[config.mk]
export PLATFORM = sky130hd
export DESIGN_NAME = i2s_line_in_receiver_flat
export DESIGN_NICKNAME = d
export VERILOG_FILES = /design/src/rtl/i2s_line_in_if.sv /design/src/rtl/i2s_line_in_receiver.sv /design/src/flat_wrapper.sv
export SDC_FILE = /design/constraint.sdc
export NUM_CORES = 1
export LEC_CHECK = 0
export ABC_AREA = 1
export CAP_MARGIN = 20
export CORE_MARGIN = 2
export CORE_UTILIZATION = 29
export DETAILED_ROUTE_END_ITERATION = 12
export PLACE_DENSITY_LB_ADDON = 0.15
export SLEW_MARGIN = 20
export SYNTH_ARGS = -nofsm -noshare
export SYNTH_HDL_FRONTEND = slang
export SYNTH_SLANG_ARGS = --single-unit
[constraint.sdc]
create_clock -name clk -period 2.7 [get_ports clk]
set_input_delay 0.54 -clock clk [delete_from_list [all_inputs] [get_ports clk]]
set_output_delay 0.54 -clock clk [all_outputs]
set_load 0.005 [all_outputs]
[src/rtl/i2s_line_in_if.sv]
// Signal bundle between the I2S capture pins, the line-in receiver and its
// downstream consumers. The receiver takes the master view.
interface i2s_line_in_if #(
  parameter int unsigned SAMPLE_WIDTH = 24
);
  logic                    i2s_bclk;
  logic                    i2s_lrclk;
  logic                    i2s_sdata;
  logic [SAMPLE_WIDTH-1:0] line_in_l;
  logic [SAMPLE_WIDTH-1:0] line_in_r;
  logic                    new_sample;
  logic                    frame_error;
  logic                    locked;

  modport master (
    input  i2s_bclk, i2s_lrclk, i2s_sdata,
    output line_in_l, line_in_r, new_sample, frame_error, locked
  );

  modport slave (
    output i2s_bclk, i2s_lrclk, i2s_sdata,
    input  line_in_l, line_in_r, new_sample, frame_error, locked
  );
endinterface

[src/rtl/i2s_line_in_receiver.sv]
// Deserializes the codec's I2S capture stream into parallel stereo samples
// in the clk domain, one pair per frame qualified by a single-cycle strobe.
module i2s_line_in_receiver #(
  parameter int unsigned SAMPLE_WIDTH = 24
) (
  input  logic           clk,
  input  logic           reset,
  i2s_line_in_if.master  bus
);
  localparam int unsigned CW = $clog2(SAMPLE_WIDTH + 1);

  typedef enum logic [1:0] {SYNC, SHIFT, HOLD} state_t;

  logic bclk_s1_q, bclk_s2_q, bclk_s3_q;
  logic lr_s1_q, lr_s2_q;
  logic sd_s1_q, sd_s2_q;

  state_t                  state_q, state_d;
  logic                    lr_prev_q, lr_prev_d;
  logic                    primed_q, primed_d;
  logic                    chan_q, chan_d;
  logic [CW-1:0]           cnt_q, cnt_d;
  logic [SAMPLE_WIDTH-1:0] shreg_q, shreg_d;

  logic                    cmt_q, cmt_d;
  logic                    cmt_chan_q, cmt_chan_d;
  logic                    cmt_err_q, cmt_err_d;
  logic [SAMPLE_WIDTH-1:0] cmt_word_q, cmt_word_d;

  logic [SAMPLE_WIDTH-1:0] left_hold_q;
  logic                    left_valid_q;
  logic [SAMPLE_WIDTH-1:0] line_l_q, line_r_q;
  logic                    new_sample_q, frame_error_q;

  logic          rise, boundary;
  logic [CW-1:0] pad;

  assign rise     = bclk_s2_q & ~bclk_s3_q;
  assign boundary = lr_s2_q != lr_prev_q;
  assign pad      = CW'(SAMPLE_WIDTH) - cnt_q;

  // All three pins share one synchronizer depth so they stay mutually aligned.
  always_ff @(posedge clk) begin
    if (!reset) begin
      bclk_s1_q <= 1'b0;
      bclk_s2_q <= 1'b0;
      bclk_s3_q <= 1'b0;
      lr_s1_q   <= 1'b0;
      lr_s2_q   <= 1'b0;
      sd_s1_q   <= 1'b0;
      sd_s2_q   <= 1'b0;
    end else begin
      bclk_s1_q <= bus.i2s_bclk;
      bclk_s2_q <= bclk_s1_q;
      bclk_s3_q <= bclk_s2_q;
      lr_s1_q   <= bus.i2s_lrclk;
      lr_s2_q   <= lr_s1_q;
      sd_s1_q   <= bus.i2s_sdata;
      sd_s2_q   <= sd_s1_q;
    end
  end

  always_comb begin
    state_d    = state_q;
    lr_prev_d  = lr_prev_q;
    primed_d   = primed_q;
    chan_d     = chan_q;
    cnt_d      = cnt_q;
    shreg_d    = shreg_q;
    cmt_d      = 1'b0;
    cmt_chan_d = chan_q;
    cmt_err_d  = 1'b0;
    cmt_word_d = cmt_word_q;
    if (rise) begin
      lr_prev_d = lr_s2_q;
      primed_d  = 1'b1;
      unique case (state_q)
        SYNC: begin
          if (primed_q && boundary && !lr_s2_q) begin
            state_d = SHIFT;
            chan_d  = 1'b0;
            cnt_d   = '0;
            shreg_d = '0;
          end
        end
        SHIFT: begin
          if (boundary) begin
            // Short slot: flush the partial word left-aligned, then restart on the new channel.
            cmt_d      = 1'b1;
            cmt_err_d  = 1'b1;
            cmt_word_d = shreg_q << pad;
            chan_d     = lr_s2_q;
            cnt_d      = '0;
            shreg_d    = '0;
          end else begin
            shreg_d = {shreg_q[SAMPLE_WIDTH-2:0], sd_s2_q};
            cnt_d   = cnt_q + 1'b1;
            if (cnt_q == CW'(SAMPLE_WIDTH - 1)) begin
              cmt_d      = 1'b1;
              cmt_word_d = {shreg_q[SAMPLE_WIDTH-2:0], sd_s2_q};
              state_d    = HOLD;
            end
          end
        end
        HOLD: begin
          if (boundary) begin
            state_d = SHIFT;
            chan_d  = lr_s2_q;
            cnt_d   = '0;
            shreg_d = '0;
          end
        end
        default: state_d = SYNC;
      endcase
    end
  end

  always_ff @(posedge clk) begin
    if (!reset) begin
      state_q    <= SYNC;
      lr_prev_q  <= 1'b0;
      primed_q   <= 1'b0;
      chan_q     <= 1'b0;
      cnt_q      <= '0;
      shreg_q    <= '0;
      cmt_q      <= 1'b0;
      cmt_chan_q <= 1'b0;
      cmt_err_q  <= 1'b0;
      cmt_word_q <= '0;
    end else begin
      state_q    <= state_d;
      lr_prev_q  <= lr_prev_d;
      primed_q   <= primed_d;
      chan_q     <= chan_d;
      cnt_q      <= cnt_d;
      shreg_q    <= shreg_d;
      cmt_q      <= cmt_d;
      cmt_chan_q <= cmt_chan_d;
      cmt_err_q  <= cmt_err_d;
      cmt_word_q <= cmt_word_d;
    end
  end

  // A right word is only published when a left word from the same frame is waiting.
  always_ff @(posedge clk) begin
    if (!reset) begin
      left_hold_q   <= '0;
      left_valid_q  <= 1'b0;
      line_l_q      <= '0;
      line_r_q      <= '0;
      new_sample_q  <= 1'b0;
      frame_error_q <= 1'b0;
    end else begin
      new_sample_q  <= 1'b0;
      frame_error_q <= cmt_q & cmt_err_q;
      if (cmt_q) begin
        if (!cmt_chan_q) begin
          left_hold_q  <= cmt_word_q;
          left_valid_q <= 1'b1;
        end else if (left_valid_q) begin
          line_l_q     <= left_hold_q;
          line_r_q     <= cmt_word_q;
          new_sample_q <= 1'b1;
          left_valid_q <= 1'b0;
        end
      end
    end
  end

  assign bus.line_in_l   = line_l_q;
  assign bus.line_in_r   = line_r_q;
  assign bus.new_sample  = new_sample_q;
  assign bus.frame_error = frame_error_q;
  assign bus.locked      = (state_q != SYNC);
endmodule

[src/flat_wrapper.sv]
// flat-port wrapper written by rule: the top's interface ports become plain ports
module i2s_line_in_receiver_flat 
#(
  parameter int unsigned SAMPLE_WIDTH = 24
)
  (clk, reset, bus_i2s_bclk, bus_i2s_lrclk, bus_i2s_sdata, bus_line_in_l, bus_line_in_r, bus_new_sample, bus_frame_error, bus_locked);
  i2s_line_in_if #(.SAMPLE_WIDTH(SAMPLE_WIDTH)) bus_i ();
  input  logic clk;
  input  logic reset;
  input wire logic [$bits(bus_i.i2s_bclk)-1:0] bus_i2s_bclk;
  input wire logic [$bits(bus_i.i2s_lrclk)-1:0] bus_i2s_lrclk;
  input wire logic [$bits(bus_i.i2s_sdata)-1:0] bus_i2s_sdata;
  output wire logic [$bits(bus_i.line_in_l)-1:0] bus_line_in_l;
  output wire logic [$bits(bus_i.line_in_r)-1:0] bus_line_in_r;
  output wire logic [$bits(bus_i.new_sample)-1:0] bus_new_sample;
  output wire logic [$bits(bus_i.frame_error)-1:0] bus_frame_error;
  output wire logic [$bits(bus_i.locked)-1:0] bus_locked;
  assign bus_i.i2s_bclk = bus_i2s_bclk;
  assign bus_i.i2s_lrclk = bus_i2s_lrclk;
  assign bus_i.i2s_sdata = bus_i2s_sdata;
  assign bus_line_in_l = bus_i.line_in_l;
  assign bus_line_in_r = bus_i.line_in_r;
  assign bus_new_sample = bus_i.new_sample;
  assign bus_frame_error = bus_i.frame_error;
  assign bus_locked = bus_i.locked;
  i2s_line_in_receiver #(.SAMPLE_WIDTH(SAMPLE_WIDTH)) u_core (.clk(clk), .reset(reset), .bus(bus_i));
endmodule
==> results of run 1 <==
-- logic make-up (layout without fill, tap and decap cells) --
group | Yosys count | after routing
compound gates | 271 | 271
xor+xnor | 1 | 1
fa+ha+maj | 7 | 7
buf+inv | 164 | 204
flops | 143 | 143
simple gates | 362 | 362
-- cells in the mapped netlist, types with 9 or more instances --
cell type  count  share of area
buf_2         20          0.015
inv_1         89          0.050
a21oi_1      101          0.075
o21ai_0      109          0.081
a21oi_2       28          0.036
nand3_1      107          0.079
nor3_1        11         0.0082
inv_2          9         0.0050
nor2_1        87          0.048
clkbuf_1      35          0.019
o21ai_1       18          0.013
dfxtp_1      143           0.42
nand2_1      141          0.078
-- cell type report --
| cell class | instances | area, µm² | share of cell area |
|---|---|---|---|
| tap | 285 | 357 | 0.0441 |
| inverter | 101 | 398 | 0.0492 |
| sequential | 143 | 2860 | 0.354 |
| clock buffer | 17 | 425 | 0.0526 |
| clock inverter | 15 | 164 | 0.0203 |
| timing repair buffer | 71 | 693 | 0.0858 |
| multi-input combinational | 641 | 3180 | 0.394 |
-- final timing paths --
| path | start | end | slack [ps] | cells past startpoint |
|---|---|---|---|---|
| min | u_core.bclk_s1_q | u_core.bclk_s2_q | 410 | 2 |
| max | u_core.cnt_q[1] | u_core.cmt_word_q[14] | 430 | 8 |
| max reg2reg | u_core.cnt_q[1] | u_core.cmt_word_q[14] | 430 | 8 |
| min reg2reg | u_core.bclk_s1_q | u_core.bclk_s2_q | 410 | 2 |
-- metal layers --
| layer | wire length, µm | GRT usage |
|---|---|---|
| met1 | 9650 | 0.228 |
| met4 | 403 | 0.0603 |
| met2 | 8960 | 0.263 |
| met3 | 732 | 0.0271 |
| met5 | 0 | 0 |
-- power by group --
| part | internal [mW] | total, mW | switching, mW |
|---|---|---|---|
| combinational | 0.0306 | 0.117 | 0.0860 |
| sequential | 2.12 | 2.12 | 0.00343 |
| clock | 1.31 | 2.36 | 1.05 |
-- worst max-delay path: stages, from the launching register on --
cell and delay (ps):
dfxtp_1 350, inv_1 90, ha_1 290, inv_1 500, nand3_1 260, nand3_1 140, o21ai_0 140, o211ai_1 270
a21oi_2 80
-- state kept, by name, indices dropped and copies added (netlist names), 2 cells and up --
register and flops:
u_core.left_hold_q 24, u_core.bus.line_in_l 24, u_core.cnt_q 5, u_core.state_q 2, u_core.cmt_word_q 24, u_core.bus.line_in_r 24, u_core.shreg_q 24
==> run metrics, run 1 <==
status finished clean; postcts setup bufs 0; Yosys reg bits between 100 and 150; syn avg cell area 7.12 µm²; antenna diode count 0; Period minus WS final between 2000 and 2500 ps; cts bufs inserted 17; port bufs 55; PD cells ~570 mW/mm²; vias in the first global route 5926; CTS Buffer Depth 2; WL/cell approximately 16 µm; syn nets 960; setup slack after layout between 400 and 500 ps; fill cell count between 2000 and 3000; largest net degree at the start of global routing 74; Post-Layout Cell Count 1273; VDD IR max about 0.00038 V; largest family of logic cells by synthesized area simple AND/OR/NAND/NOR gates; max cap viols 0; YS warnings 0; data arrival time of the worst path roughly 2600 ps; startpoint types register; CTS Hold Buffers Added 0; std cell rows between 50 and 60; drt via density slightly below 5; Die Ht ~160 µm; first-pass GRT wire length about 32000 µm; Clock Skew slightly below 20 ps; Unique masters post-synth 31; initial antenna violation count 0; Crit Path Class reg -> reg; Pre-antenna DRT Iters 5; worst slew pin tran ~670 ps; Root Buffer clkbuf_16; antenna-violating nets left 0; placed insts 1241; core area about 0.023 mm²; RSZ-0062 raised after global routing no; I/O pin cnt 56; number of synthesized flops with an enable pin 0; chip width about 160 µm; DP Area between 0.007 and 0.008 mm²; hpwl dp ~14000 µm; Post-Syn Area approximately 0.0067 mm²; H-tree depth 4; cell area after layout approximately 0.008 mm²; Synth Area in XOR/XNOR 0.00130; ys async rst share 0; Crit. End Element register; Adder-Cell Fraction of Synth Area 0.0130; Simple-Gate Fraction of Synth Area 0.234; post-CTS sizing 0; slew margin rel. 0.552; WP data required roughly 3000 ps; Worst-Skew Late Latency 430 ps; synthesized instance count between 900 and 1000; worst hold margin between 400 and 500 ps; Die ar. between 0.02 and 0.025 mm²; Synth Area in Compound Gates 0.223; Total GRT Usage 0.166; Hold Path Class reg -> reg; total gr overflow 0; clock sinks ~140; commonest non-fill, non-tap cells in the layout 143 x dfxtp_1, 141 x nand2_1, 109 x o21ai_0; sequential element share of the synthesized area 0.424; mux cell area share after synthesis 0; final wirelength approximately 20000 µm; via count 6191; Max Clock Freq about 0.44 GHz; most common cell after layout, fill and taps aside dfxtp_1; Final Util 0.356; most used flip-flop cell after synthesis dfxtp_1; Placer Congestion a little under 0.9; pre-CTS WS between 400 and 500 ps; setup TNS 0 ps; total power 4.60 mW; period utilization 0.840; 1st-iter DRT viols 356; final setup violation count 0; DRC viols 0; Lkg Pwr slightly above 3 nW; CP Max Fanout 18; area delta synth->final 19.8%; Final nets a little under 1000; share of layout cells above drive strength 1 0.107; max-slew violation count 0; starting density of the core 0.297; CTS tree done; Worst-path clk slew approximately 70 ps; final hold vios 0
(Power assumes the default switching activity.)
==> run 2: changes to the inputs <==
- clock period: 2.7 -> 2.24 ns (I/O delays scaled with it)
==> run 2 against run 1 <==
Total power rose by 19%; register-to-register slack got worse by 290 ps; sequential share of layout area fell by 0.24 points; wire length rose by 2.6%.
==> run metrics, run 2 (same netlist as run 1, synthesis figures left out) <==
status finished clean; reg2reg start u_core.cnt_q[1]; area occupied by multi-input gates 0.00318 mm² (unchanged); WL/cell 15.8 µm (+1.7%); worst hold margin 403 ps (-9.12 ps); FF/Latch Area 0.00287 mm² (about the same); Critical path buffers and inverters 3 (+1); fill cell count 2464 (-1.9%); Die Ht 157 µm (unchanged); share of layout cells above drive strength 1 0.120 (+0.0128); CTS Buffer Depth 2 (unchanged); CP most frequent cell inv_1; antenna-violating nets left 0 (unchanged); Clock Skew 9.44 ps (-10.4 ps); area delta synth->final 20.7%; RR Endpoint u_core.cmt_word_q[19]; WP data required 1790 ps (-1200 ps); data arrival time of the worst path 1690 ps (-870 ps); H-tree depth 4 (unchanged); cts bufs inserted 17 (unchanged); reg2reg path depth 9 (+1); Critical path origin u_core.state_q[1]; total power 5.47 mW (+19%); pre-CTS WS 144 ps (-332 ps); initial antenna violation count 0 (unchanged); CP Max Fanout 4 (-14); Period minus WS final 2140 ps; final hold vios 0 (unchanged); Final Util 0.359 (+0.00276); Worst-path clk slew 60 ps (about the same); setup slack after layout 100 ps (-332 ps); antenna diode count 0 (unchanged); startpoint types register; final setup violation count 0 (unchanged); first-pass GRT wire length 32600 µm (+1.6%); via count 6276 (+1.4%); slew margin rel. 0.593 (+0.0412); VDD IR max 0.000506 V (+33%); CTS tree done; 1st-iter DRT viols 390 (+9.6%); crit path cell chain inv_1 > ha_1 > inv_1 > clkdlybuf4s50_1; max-slew violation count 0 (unchanged); std cell rows 55 (unchanged); Crit. End Element primary output; final wirelength 20300 µm (+2.6%); DRC viols 0 (unchanged); vias in the first global route 5834 (-1.6%); core area 0.0227 mm² (unchanged); Total GRT Usage 0.172 (+0.00529); clock sinks 143 (unchanged); chip width 157 µm (unchanged); reg2reg setup slack 140 ps (-290 ps); Worst-Skew Late Latency 430 ps (about the same); max cap viols 0 (unchanged); CP peak stage delay 490 ps (about the same); I/O pin cnt 56 (unchanged); crit path to bus_locked; Lkg Pwr 3.09 nW (+1.3%); Max Clock Freq roughly 0.47 GHz; Die ar. 0.0245 mm² (unchanged); setup TNS 0 ps (unchanged); Hold Path Class in -> reg; Final nets 998 (+1.1%); worst slew pin tran 609 ps (-61.8 ps); CP max stage cell clkdlybuf4s50_1; Stages on worst setup path 4 (-4); starting density of the core 0.297 (unchanged); family with the most delay on the worst path buffers and inverters; total gr overflow 0 (unchanged); largest net degree at the start of global routing 58 (-22%); Pre-antenna DRT Iters 6 (+1); Root Buffer clkbuf_16; PD cells 672 mW/mm² (+18%); drt via density 4.89 (+0.50%); Crit Path Class reg -> out; Placer Congestion 0.862 (-2.1%); commonest non-fill, non-tap cells in the layout 141 x nand2_1, 141 x dfxtp_1, 108 x o21ai_0; port bufs 55 (unchanged); period utilization 0.955; hpwl dp 14100 µm (+2.9%)
==> run 2: cell type report <==
class | instances | share of cell area
inverter | 101 | 0.0493
clock inverter | 15 | 0.0184
multi-input combinational | 641 | 0.391
timing repair buffer | 82 | 0.0937
sequential | 143 | 0.352
clock buffer | 17 | 0.0522
tap | 285 | 0.0438
==> run 2: through the flow <==
step | std cells | area (µm²)
after CTS | 1282 | 8120
after detailed placement | 1250 | 7550
final | 1284 | 8140
after global placement | 1250 | 7550
after global routing | 1284 | 8140
after floorplan | 948 | 6750
==> run 2: layer usage <==
metal / wire, µm / part of all wire / GRT usage
met1: 9920 / 0.49 / 0.240
met2: 8960 / 0.44 / 0.263
met3: 990 / 0.049 / 0.0354
met4: 389 / 0.019 / 0.0550
met5: 0 / 0 / 0
==> run 2: where the power goes <==
group | internal, mW | switching, mW
sequential | 2.55 | 0.00440
clock | 1.47 | 1.30
combinational | 0.0419 | 0.110
total | 4.06 | 1.41
==> run 2: timing repair <==
item	in CTS	in global routing
endpoints found under the setup margin	0	8
setup buffers	0	2
gates resized for setup	0	4
hold buffers	0	0
==> run 2: worst min path at each step <==
| stage | startpoint | end | slack [ps] | cells after the start |
|---|---|---|---|---|
| floorplan | u_core.bclk_s1_q | u_core.bclk_s2_q | 390 | 2 |
| global placement | u_core.bclk_s1_q | u_core.bclk_s2_q | 390 | 2 |
| detailed placement | u_core.bclk_s1_q | u_core.bclk_s2_q | 400 | 2 |
| CTS | reset | u_core.cmt_word_q[1] | 390 | 3 |
| global route | reset | u_core.cmt_word_q[1] | 400 | 3 |
| finish | reset | u_core.cmt_word_q[1] | 400 | 3 |
==> run 2: worst min-delay path, delay by kind of cell <==
family	cells	cell delay, ps
buffers and inverters	1	200
AOI/OAI and AO/OA	2	120
